**config.mk**
```make
export PLATFORM = sky130hd
export DESIGN_NAME = alu_arbiter
export DESIGN_NICKNAME = d
export VERILOG_FILES = /design/src/rtl/alu_pkg.sv /design/src/rtl/alu.sv /design/src/rtl/alu_arbiter.sv
export SDC_FILE = /design/constraint.sdc
export NUM_CORES = 1
export LEC_CHECK = 0
export CAP_MARGIN = 15
export CORE_ASPECT_RATIO = 1.25
export CORE_MARGIN = 3
export CORE_UTILIZATION = 50
export DETAILED_ROUTE_END_ITERATION = 12
export MAX_ROUTING_LAYER = met4
export PLACE_DENSITY = 0.79
export SLEW_MARGIN = 40
export SYNTH_ARGS = -nofsm -noshare
export SYNTH_HDL_FRONTEND = slang
export SYNTH_HIERARCHICAL = 1
export SYNTH_SLANG_ARGS = --single-unit
```
**constraint.sdc**
```tcl
create_clock -name clk -period 5.25 [get_ports clk]
set_clock_uncertainty 0.15 [all_clocks]
set_input_delay 1.575 -clock clk [delete_from_list [all_inputs] [get_ports clk]]
set_output_delay 1.575 -clock clk [all_outputs]
set_load 0.05 [all_outputs]
```
**src/rtl/alu_pkg.sv**
```systemverilog
// Shared opcode, flag-index and FSM-state definitions for the ALU arbiter slice.
package alu_pkg;

    localparam logic [2:0] OP_ADD = 3'b000;
    localparam logic [2:0] OP_SUB = 3'b001;
    localparam logic [2:0] OP_AND = 3'b010;
    localparam logic [2:0] OP_OR  = 3'b011;
    localparam logic [2:0] OP_XOR = 3'b100;
    localparam logic [2:0] OP_SLL = 3'b101;
    localparam logic [2:0] OP_SRL = 3'b110;
    localparam logic [2:0] OP_SRA = 3'b111;

    localparam int FLG_OVF   = 3;
    localparam int FLG_CARRY = 2;
    localparam int FLG_ZERO  = 1;
    localparam int FLG_NEG   = 0;

    typedef enum logic [1:0] {
        ST_IDLE = 2'd0,
        ST_EXEC = 2'd1,
        ST_RESP = 2'd2
    } state_t;

endpackage

```
**src/rtl/alu.sv**
```systemverilog
// Combinational ALU: add/sub with carry/overflow, bitwise logic, and shifts
// whose amount saturates at WIDTH-1.
module alu
    import alu_pkg::*;
#(
    parameter int WIDTH = 8
) (
    input  logic [WIDTH-1:0] i_a,
    input  logic [WIDTH-1:0] i_b,
    input  logic [2:0]       i_op,
    output logic [WIDTH-1:0] o_y,
    output logic [3:0]       o_flags
);

    localparam int SH_W = $clog2(WIDTH);

    logic [WIDTH:0]     w_sum;
    logic [WIDTH:0]     w_dif;
    logic [SH_W-1:0]    w_shamt;
    logic [WIDTH-1:0]   w_y;
    logic               w_c;
    logic               w_v;

    always_comb begin
        w_sum   = {1'b0, i_a} + {1'b0, i_b};
        w_dif   = {1'b0, i_a} - {1'b0, i_b};
        w_shamt = (i_b >= WIDTH'(WIDTH)) ? SH_W'(WIDTH - 1) : i_b[SH_W-1:0];
        w_y     = '0;
        w_c     = 1'b0;
        w_v     = 1'b0;
        case (i_op)
            OP_ADD: begin
                w_y = w_sum[WIDTH-1:0];
                w_c = w_sum[WIDTH];
                w_v = (i_a[WIDTH-1] == i_b[WIDTH-1]) && (w_y[WIDTH-1] != i_a[WIDTH-1]);
            end
            OP_SUB: begin
                // carry out of the extended subtract is the borrow
                w_y = w_dif[WIDTH-1:0];
                w_c = w_dif[WIDTH];
                w_v = (i_a[WIDTH-1] != i_b[WIDTH-1]) && (w_y[WIDTH-1] != i_a[WIDTH-1]);
            end
            OP_AND: w_y = i_a & i_b;
            OP_OR:  w_y = i_a | i_b;
            OP_XOR: w_y = i_a ^ i_b;
            OP_SLL: w_y = i_a << w_shamt;
            OP_SRL: w_y = i_a >> w_shamt;
            OP_SRA: w_y = WIDTH'($signed(i_a) >>> w_shamt);
        endcase
        o_flags            = '0;
        o_flags[FLG_OVF]   = w_v;
        o_flags[FLG_CARRY] = w_c;
        o_flags[FLG_ZERO]  = (w_y == '0);
        o_flags[FLG_NEG]   = w_y[WIDTH-1];
    end

    assign o_y = w_y;

endmodule

```
**src/rtl/alu_arbiter.sv**
```systemverilog
// Two-port round-robin front end to a single shared ALU; one operation in
// flight, fixed two-edge latency from accept to response.
module alu_arbiter
    import alu_pkg::*;
#(
    parameter int WIDTH = 8
) (
    input  logic             clk,
    input  logic             rst,
    input  logic             req0_valid,
    output logic             req0_ready,
    input  logic [WIDTH-1:0] req0_a,
    input  logic [WIDTH-1:0] req0_b,
    input  logic [2:0]       req0_op,
    input  logic             req1_valid,
    output logic             req1_ready,
    input  logic [WIDTH-1:0] req1_a,
    input  logic [WIDTH-1:0] req1_b,
    input  logic [2:0]       req1_op,
    output logic             rsp0_valid,
    input  logic             rsp0_ready,
    output logic [WIDTH-1:0] rsp0_y,
    output logic [3:0]       rsp0_flags,
    output logic             rsp1_valid,
    input  logic             rsp1_ready,
    output logic [WIDTH-1:0] rsp1_y,
    output logic [3:0]       rsp1_flags,
    output logic             busy
);

    state_t           r_state;
    logic             r_ptr;
    logic             r_gnt;
    logic [WIDTH-1:0] r_a;
    logic [WIDTH-1:0] r_b;
    logic [2:0]       r_op;
    logic [WIDTH-1:0] r_y;
    logic [3:0]       r_flags;

    logic             w_idle;
    logic             w_resp;
    logic             w_any;
    logic             w_pick;
    logic             w_rsp_hs;
    logic [WIDTH-1:0] w_y;
    logic [3:0]       w_flags;

    // Pointer only matters on contention; a lone requester always wins.
    assign w_any    = req0_valid | req1_valid;
    assign w_pick   = (req0_valid && req1_valid) ? r_ptr : req1_valid;
    assign w_idle   = (r_state == ST_IDLE) && !rst;
    assign w_resp   = (r_state == ST_RESP) && !rst;
    assign w_rsp_hs = r_gnt ? rsp1_ready : rsp0_ready;

    assign req0_ready = w_idle && w_any && !w_pick;
    assign req1_ready = w_idle && w_any && w_pick;
    assign rsp0_valid = w_resp && !r_gnt;
    assign rsp1_valid = w_resp && r_gnt;
    assign busy       = (r_state != ST_IDLE) && !rst;
    assign rsp0_y     = r_y;
    assign rsp1_y     = r_y;
    assign rsp0_flags = r_flags;
    assign rsp1_flags = r_flags;

    alu #(.WIDTH(WIDTH)) u_alu (
        .i_a     (r_a),
        .i_b     (r_b),
        .i_op    (r_op),
        .o_y     (w_y),
        .o_flags (w_flags)
    );

    always_ff @(posedge clk) begin
        if (rst) begin
            r_state <= ST_IDLE;
            r_ptr   <= 1'b0;
            r_gnt   <= 1'b0;
            r_a     <= '0;
            r_b     <= '0;
            r_op    <= '0;
            r_y     <= '0;
            r_flags <= '0;
        end else begin
            case (r_state)
                ST_IDLE: begin
                    if (w_any) begin
                        r_gnt   <= w_pick;
                        r_ptr   <= !w_pick;
                        r_a     <= w_pick ? req1_a  : req0_a;
                        r_b     <= w_pick ? req1_b  : req0_b;
                        r_op    <= w_pick ? req1_op : req0_op;
                        r_state <= ST_EXEC;
                    end
                end
                ST_EXEC: begin
                    r_y     <= w_y;
                    r_flags <= w_flags;
                    r_state <= ST_RESP;
                end
                ST_RESP: begin
                    if (w_rsp_hs) r_state <= ST_IDLE;
                end
                default: r_state <= ST_IDLE;
            endcase
        end
    end

endmodule

```
Yosys cells after proc, flatten, opt, wreduce, memory -nomap -nowiden:

Cells that the tools add are included.

* word-level logic and storage cells: 65
* output and inout bits: 29
* register bits after elaboration: 35
* input port bits: 44

* bitwise logic cells: 4
* equality and inequality tests: 15
* magnitude comparators: 1
* reduce and logical (&&, ||, !) cells: 20
* shifts and indexed selects: 3
* add/sub/neg operators: 2
* mux-type cells: 12

Operators by type and width (count)
* 8-bit case mux with 8 select lines: 1
* 8-bit two-way mux: 2
* 3-bit == test (second input constant): 4
* 1-bit logical AND: 11
* 8-bit by 8-bit adder with 9-bit output: 1
* 8-bit by 8-bit subtractor with 9-bit output: 1
* 8-bit AND: 1
* 8-bit by 4-bit >= comparator with 1-bit output (second input constant): 1
* 8-bit logical NOT: 1
* 8-bit OR: 1
* 8-bit by 3-bit left shift with 8-bit output: 1
* 8-bit by 3-bit right shift with 8-bit output: 1
* 8-bit by 3-bit >>> shifter with 8-bit output: 1
* 8-bit XOR: 1
* 3-bit by 2-bit == test with 1-bit output (second input constant): 2
* 3-bit two-way mux: 2
* 2-bit case mux with 3 select lines: 1
* 2-bit two-way mux: 2
* 2-bit != test (second input constant): 2
* 1-bit case mux with 2 select lines: 2
* 2-bit AND reduction: 2
* 3-bit by 1-bit == test with 1-bit output (second input constant): 1
* 1-bit logical NOT: 3
* 3-bit logical NOT: 1
* 8 further kinds: 11

Depth between registers and ports, before layout:

* depth after elaboration: 5
* gate-level depth with buffers: 14
* gate-level depth less buffers: 13

By module:

Netlist, hierarchy kept.

By module, submodules not included
* alu: cells an instance 329, sequential area each 0.0 um2, area each 2203.4 um2, instances 1
* alu_arbiter: cells an instance 204, sequential area each 700.7 um2, area each 1800.5 um2, instances 1

Worst setup path after synthesis:

No wires, ideal clock.

* path kind: input to output
* start point: in rst
* end point: out rsp0_valid
* data required time: 3.525 ns
* setup slack: 0.175 ns
* cell stages on the path: 2
* arrival time: 3.350 ns
* path buffers: 1
* path through: buf_2 nor4b_1

* word-level cells in the longest chain between the ends: 3

RTL lines
* start: declaration: RTL line alu_arbiter.sv:9 `input logic rst,`
* 1-bit logical NOT: RTL line alu_arbiter.sv:52 `assign w_resp = (r_state == ST_RESP) && !rst;`
* 1-bit logical AND: RTL line alu_arbiter.sv:52
* 1-bit logical AND: RTL line alu_arbiter.sv:57 `assign rsp0_valid = w_resp && !r_gnt;`
* end: declaration: RTL line alu_arbiter.sv:20 `output logic rsp0_valid,`

Every way passes these cells.

Worst setup path in the final report:

* start point: in req0_valid
* end point: out req1_ready

* word-level cells in the longest chain between the ends: 3
* elaborated cells on any way between the ends: 5
* classes of those cells: mux: 1; bitwise: 1; reduce/logical: 3

RTL lines
* start: declaration: RTL line alu_arbiter.sv:10 `input logic req0_valid,`
* 1-bit OR / 1-bit logical AND (equally long branches): RTL line alu_arbiter.sv:49, alu_arbiter.sv:50
* 1-bit logical AND / 1-bit two-way mux (equally long branches): RTL line alu_arbiter.sv:56, alu_arbiter.sv:50
* 1-bit logical AND *: RTL line alu_arbiter.sv:56 `assign req1_ready = w_idle && w_any && w_pick;`
* end: declaration: RTL line alu_arbiter.sv:16 `output logic req1_ready,`

Every way passes the cells marked *; elsewhere a longest branch is shown, timed or not.

==> results.py <==
metrics = {
    "die": {
        "core_area_um2": 7580,
        "die_h_um": 106,
        "fp.dieW_um": 86.0,
        "num_rows": 35,
        "pin_count": 73,
        "start_util": 0.528,
        "dieArea_um2": 9120,
    },
    "yosys": {
        "synth_cell_types": 74,
        "synth_nets": 603,
        "synth_area_leaders": "dfxtp_1 18%, ha_1 7.5%, a21oi_1 6.8%",
        "synthCells": 533,
        "syn_area_per_cell_um2": 7.51,
        "netlist.area_leader.share": 0.175,
        "synth-main-ff-cell": "dfxtp_1",
        "yosys_warnings": 6,
        "synthTopCellsByCount": "54 x a21oi_1, 49 x nand2_1, 35 x dfxtp_1, 35 x nand3_1, 28 x inv_1",
        "synth_enable_flop_cells": 0,
        "ys_async_sr_fraction": 0,
        "ys_seq_elements": 35,
        "synth_largest_area_cell": "dfxtp_1",
        "seq_area_frac_synth": 0.175,
        "yosysMostFrequentCell": "a21oi_1",
        "syn_area_um2": 4000,
    },
    "detailed_routing": {
        "wl_per_cell_um": 20.1,
        "drt-total-wl_um": 13200,
        "final_antenna_net_count": 0,
        "vias_per_cell": 6.52,
        "vias": 4296,
        "route.detailed.drc": 0,
        "firstDrtPassIters": 5,
        "drt-initial-drc-count": 316,
    },
    "global_route": {
        "grt_usage": 0.293,
        "grt_pass1_vias": 4072,
        "grt_first_pass_wirelength_um": 20900,
        "grt_max_degree": 34,
        "grt_overflow": 0,
        "antenna_found_initial": 0,
    },
    "final_layout": {
        "fill_cells": 681,
        "areaGrowthSynthToFinish_pct": 17.7,
        "drive_gt1_frac": 0.111,
        "antennaDiodeCount": 0,
        "stdcell_area_um2": 4710,
        "final_nets": 636,
        "utilization": 0.622,
    },
    "critical_path": {
        "worstSetupEndpointType": "output port",
        "r2r-end": "rsp0_flags[1]$_SDFFE_PP0N_",
        "crit_type": "input pin to output port",
        "worst-endpoint-required_ps": 3530,
        "critical_path_arrival_ps": 2970,
        "worst-path-max-fanout": 20,
        "startpoint_type": "input pin",
        "r2r_start": "r_b[1]$_SDFFE_PP0P_",
        "r2r_slack_ps": 1220,
        "setup.worst_path.start": "req0_valid",
        "r2r_cells": 11,
    },
    "hold_path": {
        "hold_depth": 2,
        "hold_path_end": "rsp0_y[3]$_SDFFE_PP0N_",
        "holdCritPathClass": "flip-flop to flip-flop",
        "worstHoldStart": "rsp0_y[3]$_SDFFE_PP0N_",
    },
    "clock_network": {
        "cts_sinks": 35,
        "clock_path_buffers": 2,
        "cts_root_buf": "clkbuf_8",
        "hold_buffers": 0,
        "insertion_delay_ps": 290,
        "postCtsSetupRepairBufs": 0,
        "cts_buffers": 5,
        "htree_levels": 2,
        "cts.reportedPaths.clkPinSlew_ps": 80,
        "cts_tree": "built",
        "cts_resized": 0,
    },
    "sta": {
        "post-route-period-util": 0.895,
        "fmax_mhz": 213,
        "maxSlewViolCount": 0,
        "slew_headroom": 0.433,
        "setup_viol_count_final": 0,
        "tns_ps": 0,
        "hold_viol": 0,
        "grt_setup_unrepaired": "no",
        "min_period_ps": 4700,
        "worst_pin_slew_ps": 829,
    },
    "place": {
        "post_dp_cell_area_um2": 4580,
        "io_buffers": 72,
        "dp_hpwl_um": 10200,
        "globalplace.congestion": 0.996,
    },
    "power": {
        "p_leak_nw": 1.65,
        "p_per_area_nw_per_um2": 295,
        "peakVddDrop_mv": 0.169,
    },
    "status": {
        "status": "finished, final reports clean",
    },
    "run": {
        "maxCapViolCount": 0,
    },
}
[cells by family (layout without fill, tap and decap cells)]
family	Yosys count	after routing	share of synthesized area
and+or+nand+nor	176	176	0.237
adders and majority gates	26	26	0.0850
xor gates and xnor gates	2	2	0.00438
AOI/OAI and AO/OA	199	199	0.363
muxes	7	7	0.0181
DFF	35	35	0.175
buffers and inverters	88	122	0.117
[metrics by stage]
stage                     setup WS, ps  power (mW)  hold slack [ps]  cells
after floorplan                    175       0.930              316    533
after global placement             567        1.12              312    650
after detailed placement           550        1.13              314    650
after CTS                          546        1.38              326    658
after global routing               450        1.47              356    659
final                              552        1.39              322    659
[registers in the layout, indices dropped and copies added, names as in the netlist]
| name | flops |
|---|---|
| r_b | 8 |
| r_state | 2 |
| r_a | 8 |
| r_ptr | 1 |
| rsp0_flags | 4 |
| r_gnt | 1 |
| rsp0_y | 8 |
| r_op | 3 |
[critical path, cell delays in order]
cell	delay, ps
clkdlybuf4s50_1	550
or2b_1	260
buf_4	200
nand3_1	130
nor2_1	50
buf_4	190
[worst max path at each step]
stage | to | slack [ps] | depth (start not counted)
5_1_grt | req1_ready | 450 | 6
3_5_place_dp | req1_ready | 550 | 6
2_1_floorplan | rsp0_valid | 180 | 2
6_report | req1_ready | 550 | 6
3_3_place_gp | req0_ready | 570 | 4
4_1_cts | req1_ready | 550 | 6
[area by class of cell]
type / count / area (um^2) / area share
clock buffers: 5 / 68.8 / 0.0146
inverters: 32 / 120 / 0.0255
multi-input cells: 410 / 2840 / 0.602
repair buffers: 82 / 825 / 0.175
clock inverters: 3 / 43.8 / 0.00930
well taps: 92 / 115 / 0.0244
flip-flops and latches: 35 / 702 / 0.149
[power by group]
part           switching [mW]  internal (mW)
logic                   0.482          0.294
clock network           0.102          0.141
registers              0.0744          0.297
[layout by cell type (no fill, tap or decap), drive strengths merged, types with 3 or more instances in the layout]
master,Yosys,final
o21ai,41,41
a21boi,3,3
o22ai,6,6
nor2b,9,9
nand3,35,35
nor2,31,31
o211ai,12,12
or4b,3,3
a211oi,8,8
or2,3,3
inv,29,29
nand3b,3,3
a21oi,54,54
clkinv,3,5
dfxtp,35,35
a2111oi,6,6
o31ai,5,5
o21a,4,4
clkbuf,11,5
ha,24,24
buf,45,15
o32ai,3,3
a211o,6,6
nor3,13,13
or3,9,9
nand2b,10,10
nand2,49,49
a311oi,23,23
clkdlybuf4s50,0,67
a32oi,3,3
a2bb2oi,5,5
mux2i,5,5
[routing by layer]
| metal | vias to the layer above | GRT usage | part of all wire |
|---|---|---|---|
| li1 | 2038 | - | - |
| met4 | 0 | 0.121 | 0.043 |
| met1 | 2044 | 0.351 | 0.41 |
| met3 | 44 | 0.0364 | 0.048 |
| met5 | - | - | 0 |
| met2 | 170 | 0.493 | 0.50 |
Note: power is estimated with default switching activity, not from simulation.
==> patch 1: new RTL, same settings <==
`WIDTH` is set to 8 in 2 places; all go to 16.
--- a/src/rtl/alu.sv
+++ b/src/rtl/alu.sv
@@ -3,7 +3,7 @@
 module alu
     import alu_pkg::*;
 #(
-    parameter int WIDTH = 8
+    parameter int WIDTH = 16
 ) (
     input  logic [WIDTH-1:0] i_a,
     input  logic [WIDTH-1:0] i_b,
--- a/src/rtl/alu_arbiter.sv
+++ b/src/rtl/alu_arbiter.sv
@@ -3,7 +3,7 @@
 module alu_arbiter
     import alu_pkg::*;
 #(
-    parameter int WIDTH = 8
+    parameter int WIDTH = 16
 ) (
     input  logic             clk,
     input  logic             rst,
Interface: changed (6 resized); port bits go from 73 to 121. No check against the original RTL was run, so the function may have changed too.
==> patch 1 against the unedited design <==
- worst setup slack better by 0.053 ns
- combinational power is 98% higher
- sequential cell count is 24 higher
- sequential share of layout area is 1.5 points lower
- cell count is 92% higher
- fmax is 1.1% higher
- design area is 87% higher
- wire length is 140% higher
- critical path depth is 1 lower
- power is 99% higher
- clock power grew to 2.7 times the old value
- non-clock buffer count is 83 higher
- synthesized area is 82% higher
- critical endpoint is now req0_ready
- highest routed layer unchanged
==> patch 1: results (changes against the unedited design) <==
ys flop type=dfxtp_1; synth warn=6 (unchanged); Worst Path Max Fanout=5 (-75%); post-synth cell types=81 (+9.5%); clk slew on worst S/H paths=0.05 ns (-0.03 ns); DP HPWL=24000 um (+140%); status=complete, no violations; highest metal used=met4; cts hold-fix bufs=0 (unchanged); Wirelength per Cell=25.3 um (+26%); Post-route DRC=0 (unchanged); initial antenna violation count=0 (unchanged); Antenna diodes=0 (unchanged); routability congestion estimate=1.11 (+12%); largest net degree at the start of global routing=63 (+85%); clk buf depth=2 (unchanged); CTS buffer count=9 (+4); H-tree levels=3 (+1); Total Nets Final=1210 (+90%); share of cells above drive strength 1=9.92% (-1.2 points); via-per-instance ratio=6.95 (+6.7%); asr flop ratio synth=0% (unchanged); DRT iter0 DRCs=1293 (+310%); gr usage total=39.8% (+10 points); Synth Net Count=1149 (+91%); CTS resizes=0 (unchanged); metal2 WL=14000 um (+110%); max incr delay on CP=0.53 ns (-0.02 ns); Slowest-stage cell, CP=clkdlybuf4s50_1; Worst Hold Class=register to register; Max VDD drop=0.000224 V (+32%); Combinational Power Share=55.5% (-0.3 points); sequential fraction of the synthesis area=16.2% (-1.3 points); Worst-Margin Slew=0.796 ns (-0.0331 ns); internal power=1.48 mW (+100%); Pre-Repair DR Iteration Count=6 (+1); postcts setup bufs=0 (unchanged); vias in the first global route=8261 (+100%); synth top area cells=dfxtp_1, ha_1, a21oi_1; CP delay by family, top=buffers and inverters; # port buffers=120 (+67%); met1 WL=12200 um (+120%); P_clk=0.653 mW (+170%); root buffer cell=clkbuf_16; leakage power=3.19 nW (+93%); CP arrival=2.92 ns (-0.05 ns); WL met3=3330 um (+420%); clock latency on the worst-skew pair=0.34 ns (+0.05 ns); first-pass GRT wire length=48400 um (+130%); Commonest cells post-synth=a21oi_1, nand2_1, o21ai_0
[patch 1: logic make-up after synthesis]
group | synth area share [%]
AO/OA/AOI/OAI | 36.6
buffers and inverters | 10.7
flip-flops | 16.2
AND/OR/NAND/NOR | 21.7
adder cells (fa/ha/maj) | 8.81
multiplexers | 4.65
XOR/XNOR | 1.20
[patch 1: through the flow]
stage	instance area (um2)	worst slack (ns)	hold slack, ns	total power, mW	instances
6_report	8820	0.604	0.319	2.77	1264
5_1_grt	8820	0.418	0.352	2.88	1264
4_1_cts	8810	0.591	0.318	2.71	1264
3_5_place_dp	8480	0.591	0.313	2.05	1248
3_3_place_gp	8460	0.644	0.305	2.05	1248
2_1_floorplan	7270	0.176	0.305	1.59	1023
[patch 1: area by class of cell]
class	instances	area [um2]
Inverter	49	184
Sequential cell	59	1180
Tap cell	175	219
Multi-Input combinational cell	800	5340
Clock inverter	4	72.6
Fill cell	1314	5240
Timing Repair Buffer	165	1560
Clock buffer	12	256
[patch 1: worst min-delay path: cells and delay by family, from the launching register on]
| kind | cells | cell delay (ns) |
|---|---|---|
| DFF | 1 | 0.32 |
| and+or+nand+nor | 1 | 0.05 |
| AOI/OAI and AO/OA | 1 | 0.05 |
[patch 1: metal layers]
layer	up-vias	track usage (%)
li1	3930	-
met1	4037	48.7
met2	673	59.0
met3	151	8.67
met4	0	25.3
met5	-	-
[patch 1: path summary, 6_finish.rpt]
path	start	endpoint	depth (start not counted)	slack (ns)
max	req0_valid	req0_ready	5	0.60
min	rsp0_y[4]	rsp0_y[4]	2	0.32
max reg2reg	r_b[3]	rsp0_flags[1]	13	0.61
min reg2reg	rsp0_y[4]	rsp0_y[4]	2	0.32
==> patch 2: new RTL, config.mk and constraints unchanged <==
Without the edit above. Encoding of `state_t`: now one-hot (3 bits for 3 states).
--- a/src/rtl/alu_pkg.sv
+++ b/src/rtl/alu_pkg.sv
@@ -15,10 +15,10 @@
     localparam int FLG_ZERO  = 1;
     localparam int FLG_NEG   = 0;
 
-    typedef enum logic [1:0] {
-        ST_IDLE = 2'd0,
-        ST_EXEC = 2'd1,
-        ST_RESP = 2'd2
+    typedef enum logic [2:0] {
+        ST_IDLE = 3'b001,
+        ST_EXEC = 3'b010,
+        ST_RESP = 3'b100
     } state_t;
 
 endpackage
Formal check against the unedited RTL: same outputs for any inputs over 10 cycles, from zero or initial values and one cycle with rst high; not proved beyond that.
==> patch 2 against the unedited design <==
- design area decreased by 2.9%
- sequential cell count up 1
- power shrank 12%
- die area shrank 5.3%
- worst setup slack gained 0.085 ns
- critical path type unchanged
- wire length is 6.2% lower
- critical endpoint is now rsp0_valid
- clock power fell by 23%
- synthesized area shrank 5.6%
- non-clock buffer count is 4 higher
- via count down 6.2%
==> patch 2: results (changes against the unedited design) <==
Pre-Repair DR Iteration Count=5 (unchanged); Worst Path Max Fanout=4 (-80%); largest net degree at the start of global routing=25 (-26%); postcts setup bufs=0 (unchanged); vias in the first global route=3865 (-5.1%); gr usage total=29.0% (-0.33 points); Inst Count DP=608 (-6.5%); Total Nets Final=595 (-6.4%); worst hold path cell count=2 (unchanged); DRT iter0 DRCs=309 (-2.2%); Commonest cells post-synth=nor2_1, dfxtp_1, inv_1; CP arrival=2.89 ns (-0.08 ns); initial antenna violation count=0 (unchanged); synth warn=6 (unchanged); worst r2r src=r_a[5]; first-pass GRT wire length=19600 um (-6.2%); # port buffers=72 (unchanged); sequential fraction of the synthesis area=19.1% (+1.6 points); DP HPWL=9530 um (-6.3%); post-synth cell types=76 (+2.7%); syn_area_per_cell=7.87 um2 (+4.8%); Worst Hold Class=register to register; routability congestion estimate=1.01 (+1.3%); share of cells above drive strength 1=9.13% (-2.0 points); Worst slew margin=38.1% (-5.2 points); Post-Place Worst Slack=0.631 ns (+0.0810 ns); Wirelength per Cell=20.2 um (+0.37%); reg-to-reg slack, setup=1.44 ns (+0.22 ns); status=complete, no violations; Layout Cells excl Fill=616 (-6.5%); Filler cells=675 (-0.88%); Critical path origin=rst; Vias=4029 (-6.2%); synth top area cells=dfxtp_1, ha_1, a32oi_1; min-delay src=rsp0_flags[2]; leakage power=1.61 nW (-2.4%); Synth Net Count=550 (-8.8%); Post-synth EDFFs=0 (unchanged); Max VDD drop=0.000208 V (+23%); FF-to-FF path depth=12 (+1); WHS Endpoint=rsp0_flags[2]; clk slew on worst S/H paths=around 0.07 ns
## patch 2: cell type report
cell class | instances | area, um2 | area share (%)
tap | 90 | 113 | 2.46
inverter | 32 | 120 | 2.63
clock buffer | 5 | 68.8 | 1.50
timing repair buffer | 86 | 863 | 18.9
multi-input combinational | 364 | 2670 | 58.4
clock inverter | 3 | 18.8 | 0.410
sequential | 36 | 721 | 15.8
## patch 2: logic make-up after synthesis
kind of cell,count (synthesis),synth area share (%)
adder cells (fa/ha/maj),26,9.00
buffers and inverters,80,10.3
AO/OA/AOI/OAI,170,34.5
AND/OR/NAND/NOR,148,21.8
flip-flops,36,19.1
multiplexers,18,4.83
XOR/XNOR,2,0.464
## patch 2: power breakdown
part,total [mW],leakage [nW],internal [mW],switching (mW)
clock,0.189,0.0479,0.0923,0.0963
sequential,0.351,0.294,0.297,0.0544
combinational,0.683,1.27,0.268,0.415
## patch 2: worst max-delay path, stage by stage
cell and delay [ns]:
clkdlybuf4s50_1 0.42, nor2_1 0.19, nor4bb_1 0.50, buf_12 0.20
## patch 2: metal layers
metal	vias up	global-route usage [%]	part of all wire, %
met2	184	47.8	47
li1	1899	-	-
met3	52	3.65	5.5
met5	-	-	0
met1	1894	34.6	43
met4	0	16.1	5.2
## patch 2: per-stage QoR
step           area [um2]  hold slack, ns  utilization (%)
6_report             4580           0.378             64.0
5_1_grt              4580           0.399             64.0
4_1_cts              4580           0.379             64.0
3_5_place_dp         4490           0.347             62.8
3_3_place_gp         4490           0.349             62.8
2_1_floorplan        3780           0.303                -
## patch 2: how the worst max path moves through the flow
stage | slack, ns | cells past startpoint | endpoint
floorplan | 0.05 | 3 | rsp0_valid
global placement | 0.67 | 4 | rsp0_valid
global route | 0.56 | 4 | rsp0_valid
finish | 0.64 | 4 | rsp0_valid
detailed placement | 0.63 | 4 | rsp0_valid
CTS | 0.63 | 4 | rsp0_valid
